**config.mk**
```make
export PLATFORM = sky130hd
export DESIGN_NAME = core_sequencer_flat
export DESIGN_NICKNAME = d
export VERILOG_FILES = /design/src/rtl/core_sequencer_if.sv /design/src/rtl/core_sequencer.sv /design/src/flat_wrapper.sv
export SDC_FILE = /design/constraint.sdc
export NUM_CORES = 1
export LEC_CHECK = 0
export ABC_AREA = 1
export BUFFER_PORTS_ARGS = -buffer_cell sky130_fd_sc_hd__buf_2
export CORE_MARGIN = 2
export CORE_UTILIZATION = 46
export CTS_CLUSTER_DIAMETER = 120
export DETAILED_ROUTE_END_ITERATION = 6
export PLACE_DENSITY = 0.73
export SETUP_SLACK_MARGIN = 0.5
export SYNTH_ARGS = -nofsm -noshare
export SYNTH_HDL_FRONTEND = slang
export SYNTH_SLANG_ARGS = --single-unit
```
**constraint.sdc**
```tcl
create_clock -name clk -period 2.1 [get_ports clk]
set_input_delay 0.21 -clock clk [delete_from_list [all_inputs] [get_ports clk]]
set_output_delay 0.21 -clock clk [all_outputs]
set_load 0.1 [all_outputs]
```
**src/rtl/core_sequencer_if.sv**
```systemverilog
// Handshake bundle between the core sequencer and
// the fetch port, the execution unit and data memory.
interface core_sequencer_if #(
  parameter int XLEN = 64
);
  logic            ifu_req;
  logic            ifu_ack;
  logic [31:0]     ifu_inst;
  logic            exu_start;
  logic            exu_done;
  logic [XLEN-1:0] next_pc;
  logic            mem_req;
  logic            mem_wen;
  logic            mem_ack;

  modport master (
    output ifu_req, exu_start, mem_req, mem_wen,
    input  ifu_ack, ifu_inst, exu_done, next_pc, mem_ack
  );

  modport slave (
    input  ifu_req, exu_start, mem_req, mem_wen,
    output ifu_ack, ifu_inst, exu_done, next_pc, mem_ack
  );
endinterface

```
**src/rtl/core_sequencer.sv**
```systemverilog
// Multi-cycle control FSM of the RV64 core: owns pc and
// the latched instruction, sequences fetch..writeback.
module core_sequencer #(
  parameter int              XLEN     = 64,
  parameter logic [XLEN-1:0] RESET_PC = 64'h8000_0000
) (
  input  logic             clk,
  input  logic             rst,
  core_sequencer_if.master bus,
  output logic [31:0]      inst,
  output logic [XLEN-1:0]  pc,
  output logic             rf_we,
  output logic             retire,
  output logic [XLEN-1:0]  minstret,
  output logic             halted,
  output logic             illegal,
  output logic [2:0]       state
);

  typedef enum logic [2:0] {
    S_RST    = 3'd0,
    S_FETCH  = 3'd1,
    S_DECODE = 3'd2,
    S_EXEC   = 3'd3,
    S_MEM    = 3'd4,
    S_WB     = 3'd5,
    S_HALT   = 3'd6
  } state_t;

  localparam logic [6:0] OP_LOAD   = 7'h03;
  localparam logic [6:0] OP_MISC   = 7'h0F;
  localparam logic [6:0] OP_IMM    = 7'h13;
  localparam logic [6:0] OP_AUIPC  = 7'h17;
  localparam logic [6:0] OP_IMM_32 = 7'h1B;
  localparam logic [6:0] OP_STORE  = 7'h23;
  localparam logic [6:0] OP_OP     = 7'h33;
  localparam logic [6:0] OP_LUI    = 7'h37;
  localparam logic [6:0] OP_32     = 7'h3B;
  localparam logic [6:0] OP_BRANCH = 7'h63;
  localparam logic [6:0] OP_JALR   = 7'h67;
  localparam logic [6:0] OP_JAL    = 7'h6F;
  localparam logic [6:0] OP_SYSTEM = 7'h73;
  localparam logic [31:0] EBREAK   = 32'h0010_0073;

  state_t          state_q;
  logic [XLEN-1:0] pc_q;
  logic [XLEN-1:0] npc_q;
  logic [XLEN-1:0] minstret_q;
  logic [31:0]     inst_q;
  logic            halted_q;
  logic            illegal_q;
  logic            ifu_req_q;
  logic            exu_start_q;
  logic            mem_req_q;
  logic            mem_wen_q;
  logic            rf_we_q;
  logic            retire_q;

  logic [6:0] opc;
  logic       legal_d;
  logic       wr_rd_d;
  logic       is_mem_d;
  logic       is_store_d;

  assign opc        = inst_q[6:0];
  assign is_store_d = (opc == OP_STORE);
  assign is_mem_d   = (opc == OP_LOAD) || is_store_d;

  // Classify the latched opcode: legality and rd writeback.
  always_comb begin
    legal_d = 1'b1;
    wr_rd_d = 1'b0;
    unique case (opc)
      OP_LOAD, OP_IMM, OP_AUIPC, OP_IMM_32, OP_OP,
      OP_LUI, OP_32, OP_JALR, OP_JAL:
        wr_rd_d = 1'b1;
      OP_STORE, OP_BRANCH, OP_MISC:
        wr_rd_d = 1'b0;
      OP_SYSTEM:
        wr_rd_d = (inst_q[14:12] != 3'd0);
      default:
        legal_d = 1'b0;
    endcase
    if (inst_q[11:7] == 5'd0) begin
      wr_rd_d = 1'b0;
    end
  end

  // Sequencer FSM; outputs are set on entry to each state.
  always_ff @(posedge clk) begin
    if (rst) begin
      state_q     <= S_RST;
      pc_q        <= RESET_PC;
      npc_q       <= RESET_PC;
      minstret_q  <= '0;
      inst_q      <= '0;
      halted_q    <= 1'b0;
      illegal_q   <= 1'b0;
      ifu_req_q   <= 1'b0;
      exu_start_q <= 1'b0;
      mem_req_q   <= 1'b0;
      mem_wen_q   <= 1'b0;
      rf_we_q     <= 1'b0;
      retire_q    <= 1'b0;
    end else begin
      exu_start_q <= 1'b0;
      rf_we_q     <= 1'b0;
      retire_q    <= 1'b0;
      unique case (state_q)
        S_RST: begin
          state_q   <= S_FETCH;
          ifu_req_q <= 1'b1;
        end
        S_FETCH: begin
          if (bus.ifu_ack) begin
            inst_q    <= bus.ifu_inst;
            ifu_req_q <= 1'b0;
            state_q   <= S_DECODE;
          end
        end
        S_DECODE: begin
          if (inst_q == EBREAK) begin
            state_q   <= S_HALT;
            halted_q  <= 1'b1;
            illegal_q <= 1'b0;
          end else if (!legal_d) begin
            state_q   <= S_HALT;
            halted_q  <= 1'b1;
            illegal_q <= 1'b1;
          end else begin
            state_q     <= S_EXEC;
            exu_start_q <= 1'b1;
          end
        end
        S_EXEC: begin
          if (bus.exu_done) begin
            npc_q <= bus.next_pc;
            if (is_mem_d) begin
              state_q   <= S_MEM;
              mem_req_q <= 1'b1;
              mem_wen_q <= is_store_d;
            end else begin
              state_q  <= S_WB;
              retire_q <= 1'b1;
              rf_we_q  <= wr_rd_d;
            end
          end
        end
        S_MEM: begin
          if (bus.mem_ack) begin
            mem_req_q <= 1'b0;
            mem_wen_q <= 1'b0;
            state_q   <= S_WB;
            retire_q  <= 1'b1;
            rf_we_q   <= wr_rd_d;
          end
        end
        S_WB: begin
          pc_q       <= npc_q;
          minstret_q <= minstret_q + XLEN'(1);
          state_q    <= S_FETCH;
          ifu_req_q  <= 1'b1;
        end
        S_HALT: begin
          state_q <= S_HALT;
        end
        default: begin
          state_q <= S_RST;
        end
      endcase
    end
  end

  assign bus.ifu_req   = ifu_req_q;
  assign bus.exu_start = exu_start_q;
  assign bus.mem_req   = mem_req_q;
  assign bus.mem_wen   = mem_wen_q;
  assign inst          = inst_q;
  assign pc            = pc_q;
  assign rf_we         = rf_we_q;
  assign retire        = retire_q;
  assign minstret      = minstret_q;
  assign halted        = halted_q;
  assign illegal       = illegal_q;
  assign state         = state_q;

endmodule

```
**src/flat_wrapper.sv**
```systemverilog
// flat-port wrapper written by rule: the top's interface ports become plain ports
module core_sequencer_flat 
#(
  parameter int              XLEN     = 64,
  parameter logic [XLEN-1:0] RESET_PC = 64'h8000_0000
)
  (clk, rst, inst, pc, rf_we, retire, minstret, halted, illegal, state, bus_ifu_req, bus_exu_start, bus_mem_req, bus_mem_wen, bus_ifu_ack, bus_ifu_inst, bus_exu_done, bus_next_pc, bus_mem_ack);
  core_sequencer_if #(.XLEN(XLEN)) bus_i ();
  input  logic clk;
  input  logic rst;
  output logic [31:0] inst;
  output logic [XLEN-1:0] pc;
  output logic rf_we;
  output logic retire;
  output logic [XLEN-1:0] minstret;
  output logic halted;
  output logic illegal;
  output logic [2:0] state;
  output wire logic [$bits(bus_i.ifu_req)-1:0] bus_ifu_req;
  output wire logic [$bits(bus_i.exu_start)-1:0] bus_exu_start;
  output wire logic [$bits(bus_i.mem_req)-1:0] bus_mem_req;
  output wire logic [$bits(bus_i.mem_wen)-1:0] bus_mem_wen;
  input wire logic [$bits(bus_i.ifu_ack)-1:0] bus_ifu_ack;
  input wire logic [$bits(bus_i.ifu_inst)-1:0] bus_ifu_inst;
  input wire logic [$bits(bus_i.exu_done)-1:0] bus_exu_done;
  input wire logic [$bits(bus_i.next_pc)-1:0] bus_next_pc;
  input wire logic [$bits(bus_i.mem_ack)-1:0] bus_mem_ack;
  assign bus_ifu_req = bus_i.ifu_req;
  assign bus_exu_start = bus_i.exu_start;
  assign bus_mem_req = bus_i.mem_req;
  assign bus_mem_wen = bus_i.mem_wen;
  assign bus_i.ifu_ack = bus_ifu_ack;
  assign bus_i.ifu_inst = bus_ifu_inst;
  assign bus_i.exu_done = bus_exu_done;
  assign bus_i.next_pc = bus_next_pc;
  assign bus_i.mem_ack = bus_mem_ack;
  core_sequencer #(.XLEN(XLEN), .RESET_PC(RESET_PC)) u_core (.clk(clk), .rst(rst), .bus(bus_i), .inst(inst), .pc(pc), .rf_we(rf_we), .retire(retire), .minstret(minstret), .halted(halted), .illegal(illegal), .state(state));
endmodule
```
==> summary.txt, run 1 <==
Yosys
  • Net count after synthesis: 1,555
  • Post-synth EDFFs: 0
  • Post-Syn Area: 10,060 um2
  • Largest area contributor in the netlist: dfxtp_1
  • Most frequent cell after synthesis: nand2_1
  • Yosys cell types: 38
  • Synth top area cells: dfxtp_1 (47%), nand2_1 (12%), nor2_1 (11%), o21ai_0 (6.1%), a21oi_1 (6.0%)
  • Yosys reg bits: 235
  • Mean Syn Cell Area: 6.923 um2
  • Main synth FF type: dfxtp_1
  • Ys Warns: 0
  • Part of the Yosys area used for sequential elements: 46.77%
  • Syn Inst Count: 1,453
  • Top cell type's share of synthesized area: 46.77%
  • Synth cell count leaders: nand2_1 (328), nor2_1 (306), dfxtp_1 (235)
  • Post-synth ARST share: 0%

Final layout
  • P&R area growth vs syn: 51.44%
  • Nets: 1,968
  • Fin area: 15,230 um2
  • Ant. Diodes: 0
  • Share of cells above drive strength 1: 34.84%

Job
  • Max_cap viols: 0

Die
  • Die height: 151.9 um
  • FP Rows: 54
  • IO Count: 272
  • Initial Util: 46.53%
  • Die width: 151.9 um
  • Die Area: 23,070 um2
  • Core area: 21,620 um2

Critical path
  • Data required time of the critical path: 2.57 ns
  • CP Max Fanout: 7
  • Setup Crit Path Kind: reg2reg
  • Setup crit start kind: register
  • CP Capture Type: register
  • Critical Path Max Stage Delay: 0.40 ns
  • WP buf/inv: 3
  • Worst-path cell chain: inv_1 > nor3_2 > nand2_1 > nor2_4 > nand2_4 > nor2_4 > buf_4 > buf_6 > o21ai_1 > a21oi_1
  • R2r setup slk: 0.27 ns
  • Crit path max-delay cell type: dfxtp_4
  • CP delay by family, top: simple AND/OR/NAND/NOR gates
  • Crit-path most repeated cell: nor2_4
  • WP data arrival: 2.30 ns

Clock tree
  • Clock buffer depth: 3
  • CTS root buf: clkbuf_16
  • CTS clk-pin slew, worst paths: 0.06 ns
  • CTS tree: done
  • CTS Sinks: 235
  • CTS HTree Levels: 1
  • Worst skew pair latency: 0.55 ns
  • TritonCTS Buffers: 27

STA
  • Crit share post-route: 87.31%
  • Worst-Margin Slew: 0.7882 ns
  • Period minus WS final: 1.833 ns
  • Fin Clk Skew: 0.01566 ns
  • Setup TNS: 0 ns
  • Slew Viols, Final: 0
  • Final hold slack: 0.04458 ns
  • Endpoints failing setup: 0
  • RSZ-0062 raised after global routing: true
  • Maximum clock frequency: 545.4 MHz
  • Slew HR: 47.45%
  • Final Hold Vio Count: 0

Run status
  • Status: finished, violations left
  • Violated checks: DRC

Drt
  • DRT iter0 DRCs: 824
  • Pre-antenna DRT Iters: 7
  • Detail-routed via count per cell: 5.334
  • WL final: 37.76 mm
  • Antenna-violating nets left: 0
  • Routed WL per cell: 17.43 um
  • Via count: 11,550
  • DRC errors left: 1

GRT
  • First-pass GRT wire length: 54.00 mm
  • Initial antenna violation count: 0
  • Largest net degree at the start of global routing: 77
  • Vias in the first global route: 10,630
  • Grt ovf: 0
  • GRT Total Usage: 27.87%

Power and ir drop
  • Pwr Total: 14.09 mW
  • Leakage: 6.575 nW
  • Peak VDD IR: 0.7081 mV
  • PD cells: 924.8 nW/um2

Placement
  • DP HPWL: 21.70 mm
  • Placer's final routability congestion estimate: 0.9390
  • PortBufs: 271
  • Post-DP Area: 12,060 um2

Hold path
  • HP Class: in2reg
==> state kept, by name (all words and copies together) (netlist names), 3 cells and up <==
register and count:
u_core.pc 64, u_core.minstret 64, u_core.npc_q 64, u_core.inst 32
u_core.state 3
==> per-layer routing <==
layer	vias up	share of wire [%]	track usage, %
met4	0	4.5	10.01
li1	5473	-	-
met5	-	0	0
met3	133	8.9	6.303
met1	5353	38	33.46
met2	594	49	48.95
==> stage by stage <==
step                std cells  setup slack (ns)  util [%]
global placement         1958            0.3037     55.79
detailed placement       1958            0.2598     55.79
floorplan                1453            0.3048         -
global route             2166            0.2382     70.46
finish                   2166            0.2666     70.46
CTS                      2126            0.3574     66.19
==> kinds of logic after synthesis <==
kind of cell    count (synthesis)  share of synthesized area (%)
xor+xnor                       10                         0.8707
compound gates                256                          13.05
simple gates                  769                          32.23
flops                         235                          46.77
fa+ha+maj                       1                         0.1244
buf+inv                       182                          6.965
==> worst reg2reg max path: stages, from the launching register on <==
cell,delay [ns]
dfxtp_4,0.40
inv_1,0.14
nor3_2,0.25
nand2_1,0.16
nor2_4,0.16
nand2_4,0.08
nor2_4,0.17
buf_4,0.15
buf_6,0.09
o21ai_1,0.05
a21oi_1,0.11
==> power breakdown <==
part	total [mW]	switching [mW]	leakage, nW	internal [mW]
combinational	4.08	3.10	4.16	0.981
clock	4.86	1.97	0.453	2.89
sequential	5.15	0.322	1.97	4.83
total	14.1	5.40	6.57	8.69
==> placed cells by master, fill, tap and decap left out, types with 6 or more instances in the layout <==
cell type and instances:
o21ai_0 104, nor2_2 30, buf_6 20, nand2_4 11
nor2_1 262, o21ai_1 15, dfxtp_1 137, nor3_4 8
nor3_1 14, xor2_1 6, inv_2 15, clkbuf_4 10
buf_12 8, dlygate4sd3_1 97, buf_2 250, clkbuf_16 32
a21oi_1 114, nand2_2 22, nand3_4 7, a21oi_2 8
dfxtp_2 31, inv_1 100, nor2_4 27, nor3_2 16
dfxtp_4 67, nand4_1 20, buf_4 56, nand2_1 304
nand3_1 31, clkinv_2 6
==> final cells by class <==
type | instances | area [um2]
Fill cell | 1657 | 6386
Multi-Input combinational cell | 1036 | 5285
Sequential cell | 235 | 4995
Timing Repair Buffer | 446 | 3218
Clock buffer | 32 | 735.7
Inverter | 120 | 466.7
Tap cell | 280 | 350.3
Clock inverter | 17 | 183.9
==> final timing paths <==
path / start / to / cells after the start
worst max-delay path: u_core.minstret[13] / u_core.minstret[30] / 10
worst min-delay path: bus_exu_done / u_core.state[1] / 4
worst max register to register: u_core.minstret[13] / u_core.minstret[30] / 10
worst min register to register: u_core.npc_q[49] / u_core.pc[49] / 2
==> timing repair <==
action,in CTS,in global routing
cloned,0,9
setup buffers,22,31
hold buffers,97,0
pin swaps,20,60
hold endpoints to repair,98,0
endpoints found under the setup margin,86,155
gates resized for setup,54,156
Power figures use the tool's default switching activity.
==> run 2: changes to the inputs <==
--- a/config.mk
+++ b/config.mk
@@ -7,11 +7,13 @@
 export LEC_CHECK = 0
 export ABC_AREA = 1
 export BUFFER_PORTS_ARGS = -buffer_cell sky130_fd_sc_hd__buf_2
+export CELL_PAD_IN_SITES_DETAIL_PLACEMENT = 0
+export CELL_PAD_IN_SITES_GLOBAL_PLACEMENT = 2
 export CORE_MARGIN = 2
-export CORE_UTILIZATION = 46
+export CORE_UTILIZATION = 28
 export CTS_CLUSTER_DIAMETER = 120
 export DETAILED_ROUTE_END_ITERATION = 6
-export PLACE_DENSITY = 0.73
+export PLACE_DENSITY = 0.81
 export SETUP_SLACK_MARGIN = 0.5
 export SYNTH_ARGS = -nofsm -noshare
 export SYNTH_HDL_FRONTEND = slang
==> run 2 against run 1 <==
Compared with the run above:
- the flow now finishes without violations
- utilization down 25 points
- final area up 5.5%
- via count fell by 5.5%
- final cell count grew 9.1%
- first-iteration DRC count fell by 38%
- worst setup slack better by 0.089 ns
- global-route usage decreased by 8.4 points
- fmax is 5.1% higher
- critical path depth up 2
- worst hold slack better by 0.022 ns
- non-clock buffer count up 13
- largest cell class unchanged
==> summary.txt, run 2 (same netlist as run 1, synthesis figures left out) <==
Run status
  • Status: finished clean

Critical path
  • Reg2Reg Depth: 12
  • R2r setup slk: 0.36 ns
  • Crit path launch: u_core.minstret[1]
  • CP Max Fanout: 4
  • CP Capture Type: register
  • Data required time of the critical path: 2.54 ns
  • WP data arrival: 2.19 ns
  • Setup Crit Path Kind: reg2reg
  • Worst R2R End: u_core.minstret[38]
  • Setup crit start kind: register
  • Worst R2R Start: u_core.minstret[1]

Placement
  • DP HPWL: 25.05 mm
  • Placer's final routability congestion estimate: 0.8461
  • Placed Cells: 2,140
  • Pre-CTS WS: 0.2767 ns
  • PortBufs: 271

GRT
  • Largest net degree at the start of global routing: 105
  • Vias in the first global route: 10,400
  • GRT Total Usage: 19.43%
  • Grt ovf: 0
  • First-pass GRT wire length: 58.92 mm
  • Initial antenna violation count: 1

Final layout
  • Nets: 1,982
  • Fill count: 3,633
  • Final cell count without fillers: 2,363
  • Share of cells above drive strength 1: 36.72%
  • P&R area growth vs syn: 59.76%
  • Commonest non-fill, non-tap cell in the layout: nand2_1
  • Commonest cells after routing, fill and taps aside: nand2_1 (304), nor2_1 (258), buf_2 (240), dfxtp_1 (137), a21oi_1 (118)

STA
  • Maximum clock frequency: 573.1 MHz
  • Crit share post-route: 83.09%
  • Slew HR: 61.74%
  • Final Hold Vio Count: 0
  • Fin Clk Skew: 0.01112 ns
  • Slew Viols, Final: 0
  • Worst-Margin Slew: 0.5738 ns
  • Setup TNS: 0 ns
  • Setup WS post-layout: 0.3552 ns
  • Endpoints failing setup: 0
  • Period minus WS final: 1.745 ns
  • RSZ-0062 raised after global routing: true

Power and ir drop
  • Pwr Total: 14.60 mW
  • PD cells: 908.6 nW/um2
  • Leakage: 6.813 nW
  • Peak VDD IR: 0.5210 mV

Clock tree
  • CTS HTree Levels: 1
  • CTS tree: done
  • Clock buffer depth: 3
  • Worst skew pair latency: 0.54 ns
  • TritonCTS Buffers: 28
  • CTS Sinks: 235
  • CTS clk-pin slew, worst paths: 0.06 ns
  • CTS root buf: clkbuf_16

Die
  • IO Count: 272
  • Initial Util: 28.35%
  • Core area: 35,480 um2
  • Die height: 193.5 um
  • Die Area: 37,460 um2
  • Die width: 193.5 um
  • FP Rows: 69

Drt
  • WL final: 40.55 mm
  • Routed WL per cell: 17.16 um
  • DRC errors left: 0
  • Via count: 10,910
  • Detail-routed via count per cell: 4.618
  • Pre-antenna DRT Iters: 5
  • Antenna-violating nets left: 0
  • DRT iter0 DRCs: 515

Job
  • Max_cap viols: 0

Hold path
  • Hold path start: bus_ifu_ack
  • HP Class: in2reg
  • Hold depth: 3
  • Hold path endpoint: u_core.inst[14]
## run 2: timing repair
| item | in CTS | in global routing |
|---|---|---|
| gates cloned | 3 | 17 |
| resized for setup | 75 | 229 |
| setup buffers | 22 | 31 |
| setup endpoints to repair | 148 | 183 |
| hold buffers | 98 | 0 |
| pin swaps | 31 | 82 |
| hold endpoints to repair | 99 | 0 |
## run 2: where the power goes
group / total (mW) / leakage (nW) / internal (mW) / switching [mW]
combinational: 4.53 / 4.38 / 1.29 / 3.24
sequential: 5.15 / 1.97 / 4.83 / 0.324
clock: 4.92 / 0.470 / 2.95 / 1.97
## run 2: worst max-delay path, cell delays in order, from the launching register on
cell and delay (ns):
dfxtp_4 0.37, ha_4 0.15, nand3_4 0.09, nor2_4 0.19, nand2_4 0.10, nor2_4 0.13
nand2_4 0.08, nor2_4 0.17, nand2_2 0.11, nor2_4 0.10, nand2_2 0.05, nand2_1 0.05
nor2_1 0.05
## run 2: layout make-up
| type | instances | area (um2) | area share [%] |
|---|---|---|---|
| repair buffers | 459 | 3641 | 22.65 |
| inverters | 120 | 466.7 | 2.904 |
| multi-input cells | 1036 | 5448 | 33.90 |
| flip-flops and latches | 235 | 4995 | 31.08 |
| diodes | 1 | 2.502 | 0.01557 |
| clock inverters | 6 | 32.53 | 0.2024 |
| clock buffers | 45 | 909.6 | 5.660 |
| well taps | 461 | 576.8 | 3.589 |
## run 2: worst max path at each step
stage / to / slack (ns)
after global routing: u_core.minstret[38] / 0.22
final: u_core.minstret[38] / 0.36
after global placement: u_core.minstret[54] / 0.25
after CTS: u_core.minstret[36] / 0.32
after floorplan: u_core.minstret[38] / 0.30
after detailed placement: u_core.minstret[58] / 0.28
## run 2: per-layer routing
metal  part of all wire [%]  wire [um]  up-vias  GRT usage [%]
met3                    6.0       2436       52          4.463
li1                       -          -     5516              -
met4                    1.9        763        0          4.863
met2                     47      19220      265          32.18
met5                      0          0        -              0
met1                     45      18120     5080          25.53
## run 2: stage by stage
| stage | instance area, um2 | hold WS, ns | util, % |
|---|---|---|---|
| 6_report | 16070 | 0.06706 | 45.29 |
| 3_5_place_dp | 12310 | 0.4366 | 34.69 |
| 5_1_grt | 16070 | 0.06432 | 45.29 |
| 2_1_floorplan | 10450 | 0.3363 | - |
| 3_3_place_gp | 12310 | 0.4238 | 34.69 |
| 4_1_cts | 14770 | 0.02140 | 41.63 |
==> run 3: changes to the inputs <==
--- a/config.mk
+++ b/config.mk
@@ -5,15 +5,15 @@
 export SDC_FILE = /design/constraint.sdc
 export NUM_CORES = 1
 export LEC_CHECK = 0
-export ABC_AREA = 1
+export ABC_AREA = 0
 export BUFFER_PORTS_ARGS = -buffer_cell sky130_fd_sc_hd__buf_2
 export CELL_PAD_IN_SITES_DETAIL_PLACEMENT = 0
 export CELL_PAD_IN_SITES_GLOBAL_PLACEMENT = 2
 export CORE_MARGIN = 2
-export CORE_UTILIZATION = 28
+export CORE_UTILIZATION = 26
 export CTS_CLUSTER_DIAMETER = 120
 export DETAILED_ROUTE_END_ITERATION = 6
-export PLACE_DENSITY = 0.81
+export PLACE_DENSITY = 0.77
 export SETUP_SLACK_MARGIN = 0.5
 export SYNTH_ARGS = -nofsm -noshare
 export SYNTH_HDL_FRONTEND = slang
==> constraint.sdc (replaced) <==
create_clock -name clk -period 1.54 [get_ports clk]
set_input_delay 0.154 -clock clk [delete_from_list [all_inputs] [get_ports clk]]
set_output_delay 0.154 -clock clk [all_outputs]
set_load 0.1 [all_outputs]
==> run 3 against run 2 <==
Compared with the run above:
- the run now ends with setup timing left
- fmax decreased by 7.5%
- synthesized cell count decreased by 19%
- via count shrank 3.3%
- clock skew up 0.0061 ns
- utilization increased by 13 points
- register-to-register slack got worse by 0.70 ns
- highest routed layer unchanged
==> summary.txt, run 3 <==
STA
  • RSZ-0062 raised after global routing: true
  • Final Hold Vio Count: 0
  • Worst-Margin Slew: 0.5747 ns
  • Fin Clk Skew: 0.01718 ns
  • Endpoints failing setup: 210
  • Setup WS post-layout: -0.3464 ns
  • Setup TNS: -33.45 ns
  • Slew HR: 61.56%
  • Period minus WS final: 1.886 ns
  • Maximum clock frequency: 530.1 MHz
  • Final hold slack: 0.03388 ns
  • Crit share post-route: 122.5%
  • Slew Viols, Final: 0

Critical path
  • WP data arrival: 2.35 ns
  • Reg2Reg Depth: 7
  • CP Max Fanout: 5
  • CP Capture Type: register
  • Setup Crit Path Kind: reg2reg
  • Data required time of the critical path: 2.00 ns
  • Setup crit start kind: register

Yosys
  • Post-Syn Area: 9356 um2
  • Mean Syn Cell Area: 7.997 um2
  • Part of the Yosys area used for sequential elements: 50.28%
  • Synth top area cells: dfxtp_1 (50%), nand2_1 (14%), a21oi_1 (10%), nor2_1 (2.6%), clkbuf_1 (2.1%)
  • Yosys reg bits: 235
  • Synth cell count leaders: nand2_1 (349), dfxtp_1 (235), a21oi_1 (191)
  • Post-synth ARST share: 0%
  • Largest area contributor in the netlist: dfxtp_1
  • Top cell type's share of synthesized area: 50.28%
  • Net count after synthesis: 1,272
  • Ys Warns: 0
  • Most frequent cell after synthesis: nand2_1
  • Main synth FF type: dfxtp_1
  • Yosys cell types: 59
  • Syn Inst Count: 1,170
  • Post-synth EDFFs: 0

Drt
  • Via count: 10,550
  • DRT iter0 DRCs: 395
  • Pre-antenna DRT Iters: 4
  • Detail-routed via count per cell: 4.669
  • DRC errors left: 0
  • Antenna-violating nets left: 0
  • WL final: 38.73 mm
  • Routed WL per cell: 17.14 um

Power and ir drop
  • Sw Ratio: 27.35%
  • Pint: 11.18 mW
  • PD cells: 748.8 nW/um2
  • Register share of total power: 40.3%
  • Comb pwr share: 15.8%
  • Clock share of power: 43.9%
  • Leakage: 8.528 nW
  • Psw: 4.209 mW
  • Peak VDD IR: 0.7809 mV

Final layout
  • Commonest non-fill, non-tap cell in the layout: nand2_1
  • Fin area: 20,550 um2
  • P&R area growth vs syn: 119.7%
  • Share of cells above drive strength 1: 63.79%
  • Final Core Density: 57.92%
  • Nets: 1,878
  • Fill count: 2,938
  • Commonest cells after routing, fill and taps aside: nand2_1 (200), buf_2 (162), a21oi_2 (145), buf_12 (131), nand2_4 (128)

Placement
  • Placer's final routability congestion estimate: 0.7766
  • Post-DP Area: 12,890 um2
  • Pre-CTS WS: -0.4827 ns
  • PortBufs: 271
  • DP HPWL: 21.15 mm

GRT
  • Vias in the first global route: 10,200
  • GRT Total Usage: 18.57%
  • Largest net degree at the start of global routing: 84
  • Initial antenna violation count: 1
  • Gr busiest metal: met2
  • First-pass GRT wire length: 57.11 mm
  • Grt ovf: 0
  • Met1 Track Usage GR: 24.55%
  • Met2 usage: 31.76%
  • Met3 Track Usage GR: 3.305%

Die
  • Die height: 193.7 um
  • FP Rows: 69
  • Die Area: 37,520 um2
  • Core area: 35,480 um2
  • Initial Util: 26.37%
  • IO Count: 272
  • Die width: 193.7 um

Clock tree
  • CTS clk-pin slew, worst paths: 0.06 ns
  • CTS tree: done
  • CTS root buf: clkbuf_16
  • Worst skew pair latency: 0.55 ns
  • Clock buffer depth: 3
  • CTS HTree Levels: 1
  • CTS Sinks: 235
  • TritonCTS Buffers: 28

Run status
  • Status: finished, violations left
  • Violated checks: setup timing

Hold path
  • Hold depth: 4
  • HP Class: in2reg

Job
  • Max_cap viols: 0
## run 3: cell type report
cell class | instances | area, um2 | share of cell area [%]
repair buffers | 650 | 7370 | 35.86
multi-input cells | 839 | 6452 | 31.40
flip-flops and latches | 235 | 5100 | 24.81
clock buffers | 39 | 855.8 | 4.164
well taps | 461 | 576.8 | 2.807
clock inverters | 13 | 105.1 | 0.5114
inverters | 22 | 90.09 | 0.4383
diodes | 1 | 2.502 | 0.01218
## run 3: path summary, 6_finish.rpt
kind,start,end,slack [ns]
worst max-delay path,u_core.minstret[19],u_core.minstret[43],-0.35
worst min-delay path,bus_ifu_ack,u_core.bus.ifu_req,0.03
worst max register to register,u_core.minstret[19],u_core.minstret[43],-0.35
worst min register to register,u_core.pc[4],u_core.pc[4],0.45
## run 3: through the flow
stage	total power, mW	std cells
2_1_floorplan	7.349	1170
3_3_place_gp	7.727	1980
3_5_place_dp	7.733	1980
4_1_cts	15.10	2209
5_1_grt	15.95	2260
6_report	15.39	2260
## run 3: routing by layer
metal / vias to the layer above / share of wire (%)
li1: 5188 / -
met1: 5089 / 44
met2: 236 / 50
met3: 38 / 4.4
met4: 0 / 1.5
met5: - / 0
## run 3: cell families (layout without fill, tap and decap cells)
family	after synthesis	in the layout	share of synthesized area, %
mux	3	3	0.3610
flops	235	235	50.28
compound gates	235	235	13.35
other cells	0	1	0
xor+xnor	34	34	3.183
fa+ha+maj	1	1	0.1337
buf+inv	97	724	4.453
simple gates	565	566	28.24
## run 3: what timing repair did
action / 4_1_cts / 5_1_grt
endpoints found under the hold margin: 100 / 0
hold buffers: 105 / 0
resized for setup: 516 / 635
gates cloned: 19 / 6
pin swaps: 56 / 158
buffers inserted: 53 / 44
setup endpoints to repair: 406 / 406
## run 3: power by group through the flow
stage / Combinational, mW / Sequential, mW / Clock (mW)
finish: 2.42 / 6.21 / 6.76
global route: 2.54 / 6.22 / 7.19
global placement: 1.42 / 6.31 / 0
floorplan: 0.511 / 6.84 / 0
CTS: 1.96 / 6.19 / 6.95
detailed placement: 1.42 / 6.31 / 0
## run 3: critical path, stage by stage (launching register included)
cell and delay, ns:
dfxtp_4 0.35, nand3_4 0.08, nor4_4 0.28, buf_6 0.16, buf_6 0.09, nand4_1 0.16
or4_1 0.55, a21oi_1 0.13
